==> config.mk <==
export PLATFORM = sky130hd
export DESIGN_NAME = reg_op_sequencer
export DESIGN_NICKNAME = d
export VERILOG_FILES = /design/src/rtl/reg_op_sequencer.sv
export SDC_FILE = /design/constraint.sdc
export NUM_CORES = 1
export LEC_CHECK = 0
export ABC_AREA = 1
export CAP_MARGIN = 10
export CORE_ASPECT_RATIO = 0.7
export CORE_MARGIN = 2
export CORE_UTILIZATION = 55
export DETAILED_ROUTE_END_ITERATION = 16
export PLACE_DENSITY = 0.9
export REMOVE_ABC_BUFFERS = 1
export SLEW_MARGIN = 30
export SYNTH_ARGS = -nofsm -noshare
export SYNTH_HDL_FRONTEND = slang
export SYNTH_SLANG_ARGS = --single-unit
==> constraint.sdc <==
create_clock -name clk -period 4.4 [get_ports clk]
set_input_delay 0.44 -clock clk [delete_from_list [all_inputs] [get_ports clk]]
set_output_delay 0.44 -clock clk [all_outputs]
set_load 0.05 [all_outputs]
==> src/rtl/reg_op_sequencer.sv <==
// rtl/reg_op_sequencer.sv - register-file operation sequencer (read, execute, write back)
//
// Purpose: accepts one ALU/load/compare command at a time, reads two operands
// from an external register file, computes a 16-bit result and writes it back.
//
// Ports:
//   clk, reset_n                 clock, asynchronous active-low reset
//   cmd_valid / cmd_ready        command handshake
//   cmd_op, cmd_rdst, cmd_rsrc,  command fields (opcode, destination/first
//   cmd_imm                      operand, second operand, LDI immediate)
//   rf_register1, rf_register2   register-file port indices (port 1 is also write index)
//   rf_r1_data, rf_r2_data       combinational register-file read data
//   rf_data_in, rf_write         register-file write data and strobe
//   done, err, busy              completion pulse, illegal-command pulse, not-idle
//   result                       last value written to the register file

module reg_op_sequencer #(
    parameter logic [4:0] CMP_ADDR = 5'd10,
    parameter logic [4:0] MAX_ADDR = 5'd12
) (
    input  logic        clk,
    input  logic        reset_n,
    input  logic        cmd_valid,
    output logic        cmd_ready,
    input  logic [2:0]  cmd_op,
    input  logic [4:0]  cmd_rdst,
    input  logic [4:0]  cmd_rsrc,
    input  logic [7:0]  cmd_imm,
    output logic [4:0]  rf_register1,
    output logic [4:0]  rf_register2,
    input  logic [15:0] rf_r1_data,
    input  logic [15:0] rf_r2_data,
    output logic [15:0] rf_data_in,
    output logic        rf_write,
    output logic        done,
    output logic        err,
    output logic        busy,
    output logic [15:0] result
);

    localparam logic [2:0] OP_MOV = 3'd0;
    localparam logic [2:0] OP_ADD = 3'd1;
    localparam logic [2:0] OP_SUB = 3'd2;
    localparam logic [2:0] OP_AND = 3'd3;
    localparam logic [2:0] OP_OR  = 3'd4;
    localparam logic [2:0] OP_XOR = 3'd5;
    localparam logic [2:0] OP_LDI = 3'd6;
    localparam logic [2:0] OP_CMP = 3'd7;

    typedef enum logic [2:0] {
        S_IDLE = 3'd0,
        S_READ = 3'd1,
        S_EXEC = 3'd2,
        S_WB   = 3'd3,
        S_ERR  = 3'd4
    } state_t;

    state_t      r_state;
    state_t      w_next;
    logic        r_ready_en;
    logic [2:0]  r_op;
    logic [4:0]  r_rdst;
    logic [4:0]  r_rsrc;
    logic [7:0]  r_imm;
    logic [15:0] r_a;
    logic [15:0] r_b;
    logic [15:0] r_f;
    logic [15:0] r_result;
    logic [15:0] w_f;
    logic        w_accept;
    logic        w_illegal;

    // r_ready_en keeps cmd_ready low while reset is held and through the
    // release, so the first acceptance can only happen a full cycle later.
    assign cmd_ready = r_ready_en && (r_state == S_IDLE);
    assign w_accept  = cmd_valid && cmd_ready;

    // LDI has no second operand, so its rsrc field is not range-checked.
    assign w_illegal = (cmd_rdst == 5'd0) || (cmd_rdst > MAX_ADDR) ||
                       ((cmd_op != OP_LDI) &&
                        ((cmd_rsrc == 5'd0) || (cmd_rsrc > MAX_ADDR)));

    always_comb begin
        w_f = 16'h0000;
        case (r_op)
            OP_MOV:  w_f = r_b;
            OP_ADD:  w_f = r_a + r_b;
            OP_SUB:  w_f = r_a - r_b;
            OP_AND:  w_f = r_a & r_b;
            OP_OR:   w_f = r_a | r_b;
            OP_XOR:  w_f = r_a ^ r_b;
            OP_LDI:  w_f = {8'h00, r_imm};
            OP_CMP:  w_f = {13'b0, ($signed(r_a) < $signed(r_b)), (r_a < r_b), (r_a == r_b)};
            default: w_f = 16'h0000;
        endcase
    end

    always_comb begin
        w_next       = r_state;
        rf_register1 = 5'd0;
        rf_register2 = 5'd0;
        rf_data_in   = 16'h0000;
        rf_write     = 1'b0;
        done         = 1'b0;
        err          = 1'b0;
        busy         = (r_state != S_IDLE);
        case (r_state)
            S_IDLE: begin
                if (w_accept) begin
                    w_next = w_illegal ? S_ERR : S_READ;
                end
            end
            S_READ: begin
                rf_register1 = r_rdst;
                rf_register2 = r_rsrc;
                w_next       = S_EXEC;
            end
            S_EXEC: begin
                w_next = S_WB;
            end
            S_WB: begin
                rf_register1 = (r_op == OP_CMP) ? CMP_ADDR : r_rdst;
                rf_data_in   = r_f;
                rf_write     = 1'b1;
                done         = 1'b1;
                w_next       = S_IDLE;
            end
            S_ERR: begin
                done   = 1'b1;
                err    = 1'b1;
                w_next = S_IDLE;
            end
            default: begin
                w_next = S_IDLE;
            end
        endcase
    end

    always_ff @(posedge clk or negedge reset_n) begin
        if (!reset_n) begin
            r_state    <= S_IDLE;
            r_ready_en <= 1'b0;
            r_op       <= 3'd0;
            r_rdst     <= 5'd0;
            r_rsrc     <= 5'd0;
            r_imm      <= 8'h00;
            r_a        <= 16'h0000;
            r_b        <= 16'h0000;
            r_f        <= 16'h0000;
            r_result   <= 16'h0000;
        end else begin
            r_state    <= w_next;
            r_ready_en <= 1'b1;
            if (w_accept) begin
                r_op   <= cmd_op;
                r_rdst <= cmd_rdst;
                r_rsrc <= cmd_rsrc;
                r_imm  <= cmd_imm;
            end
            if (r_state == S_READ) begin
                r_a <= rf_r1_data;
                r_b <= rf_r2_data;
            end
            if (r_state == S_EXEC) begin
                r_f <= w_f;
            end
            if (r_state == S_WB) begin
                r_result <= r_f;
            end
        end
    end

    assign result = r_result;

endmodule

# Yosys cells after proc, flatten, opt, wreduce, memory -nomap -nowiden
# Cells that the tools add are included.
# W data, S select, Z words.
[totals] wordCells=56 input_bits=56 register_bits=89 output_inout_bits=47
[op_classes] mux=11 order_cmp=4 bitwise_logic=3 addsub=2 n_reduce_logical=12 eq_ne=14
[op_table] op="$pmux W16 S8" count=1
[op_table] op="$lt A16 B16 Y1" count=2
[op_table] op="$add A16 B16 Y16" count=1
[op_table] op="$and A16 B16 Y16" count=1
[op_table] op="$eq A16 B16 Y1" count=1
[op_table] op="$mux W16" count=1
[op_table] op="$or A16 B16 Y16" count=1
[op_table] op="$sub A16 B16 Y16" count=1
[op_table] op="$xor A16 B16 Y16" count=1
[op_table] op="$eq A3 B3 Y1 const B" count=5
[op_table] op="$eq A3 B2 Y1 const B" count=4
[op_table] op="$gt A5 B4 Y1 const B" count=2
[op_table] op="$logic_not A5 Y1" count=2
[op_table] op="$mux W5" count=2
[op_table] op="$pmux W5 S2" count=1
[op_table] op="$pmux W3 S3" count=1
[op_table] op="$eq A3 B1 Y1 const B" count=2
[op_table] op="$logic_not A3 Y1" count=2
[op_table] op="$mux W3" count=2
[op_table] op="$logic_and A1 B1 Y1" count=3
[op_table] op="$logic_or A1 B1 Y1" count=3
[op_table] op="$mux W1" count=3
[op_table] op="$ne A3 B3 Y1 const B" count=1
[op_table] op="$reduce_bool A3 Y1" count=1
[op_table] op="2 further kinds" count=2

# Logic depth before layout (Yosys ltp)
[depth] ltp_word=7 mapped_depth=16 ltp_nobuf=16

# Least setup slack after synthesis
# OpenSTA, ideal clock, no wires.
[synth_timing] kind="register to output" from="register r_state[2]" to="output port rf_register1[1]" stages_incl_launch_ff=7 n_path_buf=1 arrival_ps=2792 slack_ps=1168 t_required_ps=3960 path_cell_list="dfrtp_1 nor2_2 inv_1 nor2_1 inv_2 clkbuf_1 o21ai_0"
[synth_between] elab_chain_cells=2 elab_cells_between_ends=3 cone_classes="eq/ne (2); mux (1)"
[synth_rtl] item="start: declaration" line="58" text="state_t r_state;"
[synth_rtl] item="start signal: assignment" line="152" text="r_state <= w_next;"
[synth_rtl] item="$eq A3 B2 Y1 / $eq A3 B1 Y1 (equally long branches)" line="107" text="case (r_state)"
[synth_rtl] item="$pmux W5 S2 *" line="107"
[synth_rtl] item="end: declaration" line="29" text="output logic [4:0] rf_register1,"
# Mark *: on every way between the ends. The rest lies on a longest branch, timed or not.

# Worst setup path in the final report
[layout_timing] from="register r_op[2]" to="output port rf_register1[1]"
[layout_between] elab_chain_cells=3
[layout_rtl] item="start: declaration" line="61" text="logic [2:0] r_op;"
[layout_rtl] item="start signal: assignment" line="155" text="r_op <= cmd_op;"
[layout_rtl] item="$eq A3 B3 Y1" line="122" text="rf_register1 = (r_op == OP_CMP) ? CMP_ADDR : r_rdst;"
[layout_rtl] item="$mux W5" line="122"
[layout_rtl] item="$pmux W5 S2" line="107"
# Every way passes these cells.

==> results.cfg <==
[power]
power_leakage_nw = 4.17
ir_drop_v = 0.000418
p_per_area_nw_per_um2 = 893

[layout]
area_delta_synth_final_pct = 20.8
multiInputGateArea_um2 = 3530
stdcell_area_um2 = 7940
antenna_cells = 0
fill_cells = 1027
drive_above_1_share = 0.0525
nNetsFinal = 1156
final_cell_mix = nand2_1 (247), inv_1 (154), clkdlybuf4s50_1 (101)
mostFrequentLayoutCell = nand2_1
seqCellArea_um2 = 2230

[cts]
h-tree-depth = 3
root_buffer = clkbuf_16
cts_setup_buffers = 0
cts.repair.resized = 0
numCtsBuffers = 9
cts_tree = built
clock_sink_count = 89
cts_max_path_buffers = 2
cts.reportedPaths.clkPinSlew_ps = 70
clkLatencyLatePin_ps = 350
holdBufCountCts = 0

[setup_path]
end_kind = primary output
slowest_stage = dfrtp_1
r2r_slack_ps = 1930
cp-startpoint = r_op[2]
slowest_delay_ps = 950
crit_chain = inv_2 > nor3_1 > inv_1 > o21ai_0 > clkdlybuf4s50_1
worstSetupPathType = reg2out
crit_buf_inv = 3
reg2reg_depth = 11
path_delay_family = buffers and inverters
worstReg2RegEnd = r_f[8]
cp_max_fo = 16
worstPathRequired_ps = 3960
arrival_ps = 2930
r2r-start = r_b[0]
start_kind = flip-flop

[routing]
wirelength_um = 18500
routedWlPerCell_um = 15.4
vias = 6522
ant_nets = 0
drtIter0Drc = 571
firstDrtPassIters = 5
drcViolationCount = 0
vias_per_cell = 5.41

[placement]
dp.final_hpwl_um = 14100
dpl_worst_slack_ps = 1450
gp_congestion = 1.04
port_buffers = 102
place_area_um2 = 7630

[logic_synthesis]
synth_area_um2 = 6580
ys_warn_count = 0
netlist_instances = 963
ys_seq_elements = 89
synth_edf_count = 0
synth_cell_types = 41
avgSynthCellArea_um2 = 6.83
synth-main-ff-cell = dfrtp_1
async_flop_share = 1.00
yosysSeqAreaShare = 0.339

[sta]
min_period_ps = 3370
skew_ps = 6.72
tightest_slew_ps = 970
fmax_mhz = 296
finalCritPeriodShare = 0.767
postLayoutSetupSlackWorst_ps = 1030
hold_violations = 0
rsz0062_at_grt = false
fin_tns_setup_ps = 0
slew_headroom = 0.351
setup_violations = 0
slew_violations = 0

[grt]
grt_pass1_vias = 6106
grt_use_total = 0.301
grt_pass1_wl_um = 30100
grt_max_degree = 52
antenna_found_initial = 0
grt_overflow_total = 0

[die]
row_count = 33
core_area_um2 = 11700
initial_core_util = 0.563
fp.dieW_um = 135
die_area_um2 = 12900
dieHeight_um = 95.5
io_pins = 103

[outcome]
status = complete, no violations

[min_path]
hold_path_class = in2async

[flow_run]
max-cap-violations = 0
-- registers in the layout, indices dropped and copies added (netlist names) --
name        flops
r_f            16
r_ready_en      1
r_imm           8
r_a            16
r_rsrc          5
r_op            3
r_b            16
r_state         3
result         16
r_rdst          5
-- Yosys cell counts (9+ instances only) --
library cell,count,area [µm²]
nand2_1,248,931
inv_1,154,578
nor2_1,100,375
dfrtp_1,89,2230
nand3_1,69,345
a21oi_1,59,295
ha_1,55,688
o21ai_0,40,200
o21ai_1,21,105
clkbuf_1,14,52.6
inv_2,14,52.6
buf_2,12,60.1
nor3_1,12,60.1
a221oi_1,9,78.8
nand4_1,9,56.3
-- cell families after synthesis --
kind of cell / Yosys count / synth area share
xor gates and xnor gates: 1 / 0.00133
AOI/OAI and AO/OA: 151 / 0.128
buffers and inverters: 205 / 0.126
adders and majority gates: 57 / 0.111
and+or+nand+nor: 459 / 0.295
other: 1 / 0.000570
DFF: 89 / 0.339
-- through the flow --
step / power [W] / hold WS, ps / util / instances
2_1_floorplan: 0.00482 / 144 / - / 928
3_3_place_gp: 0.00602 / 461 / 0.653 / 1189
3_5_place_dp: 0.00614 / 465 / 0.653 / 1189
4_1_cts: 0.00698 / 100 / 0.680 / 1205
5_1_grt: 0.00771 / 117 / 0.680 / 1205
6_report: 0.00709 / 82.7 / 0.680 / 1205
-- power breakdown --
group / total, W / switching, W / internal [W]
Sequential: 0.00153 / 0.000320 / 0.00120
Combinational: 0.00476 / 0.00324 / 0.00152
Clock: 0.000809 / 0.000345 / 0.000464
Total: 0.00709 / 0.00391 / 0.00319
-- how the worst max path moves through the flow --
stage / endpoint / slack [ps] / cells after the start
after detailed placement: rf_register1[1] / 1450 / 5
after global placement: rf_register1[1] / 1570 / 5
after global routing: rf_register1[1] / 930 / 5
final: rf_register1[1] / 1030 / 5
after floorplan: rf_register1[1] / 930 / 5
after CTS: rf_register1[1] / 1090 / 5
-- area by class of cell --
cell class | count | share of cell area
repair buffers | 104 | 0.130
clock inverters | 6 | 0.00914
inverters | 170 | 0.0810
clock buffers | 10 | 0.0301
multi-input cells | 669 | 0.445
flip-flops and latches | 89 | 0.280
well taps | 157 | 0.0247
-- per-layer routing --
layer	vias up	global-route usage	wire length [µm]
met2	314	0.441	7290
met3	26	0.0851	2060
met4	0	0.0579	236
met5	-	0	0
li1	3190	-	-
met1	2992	0.444	8930
Power figures use the tool's default switching activity.
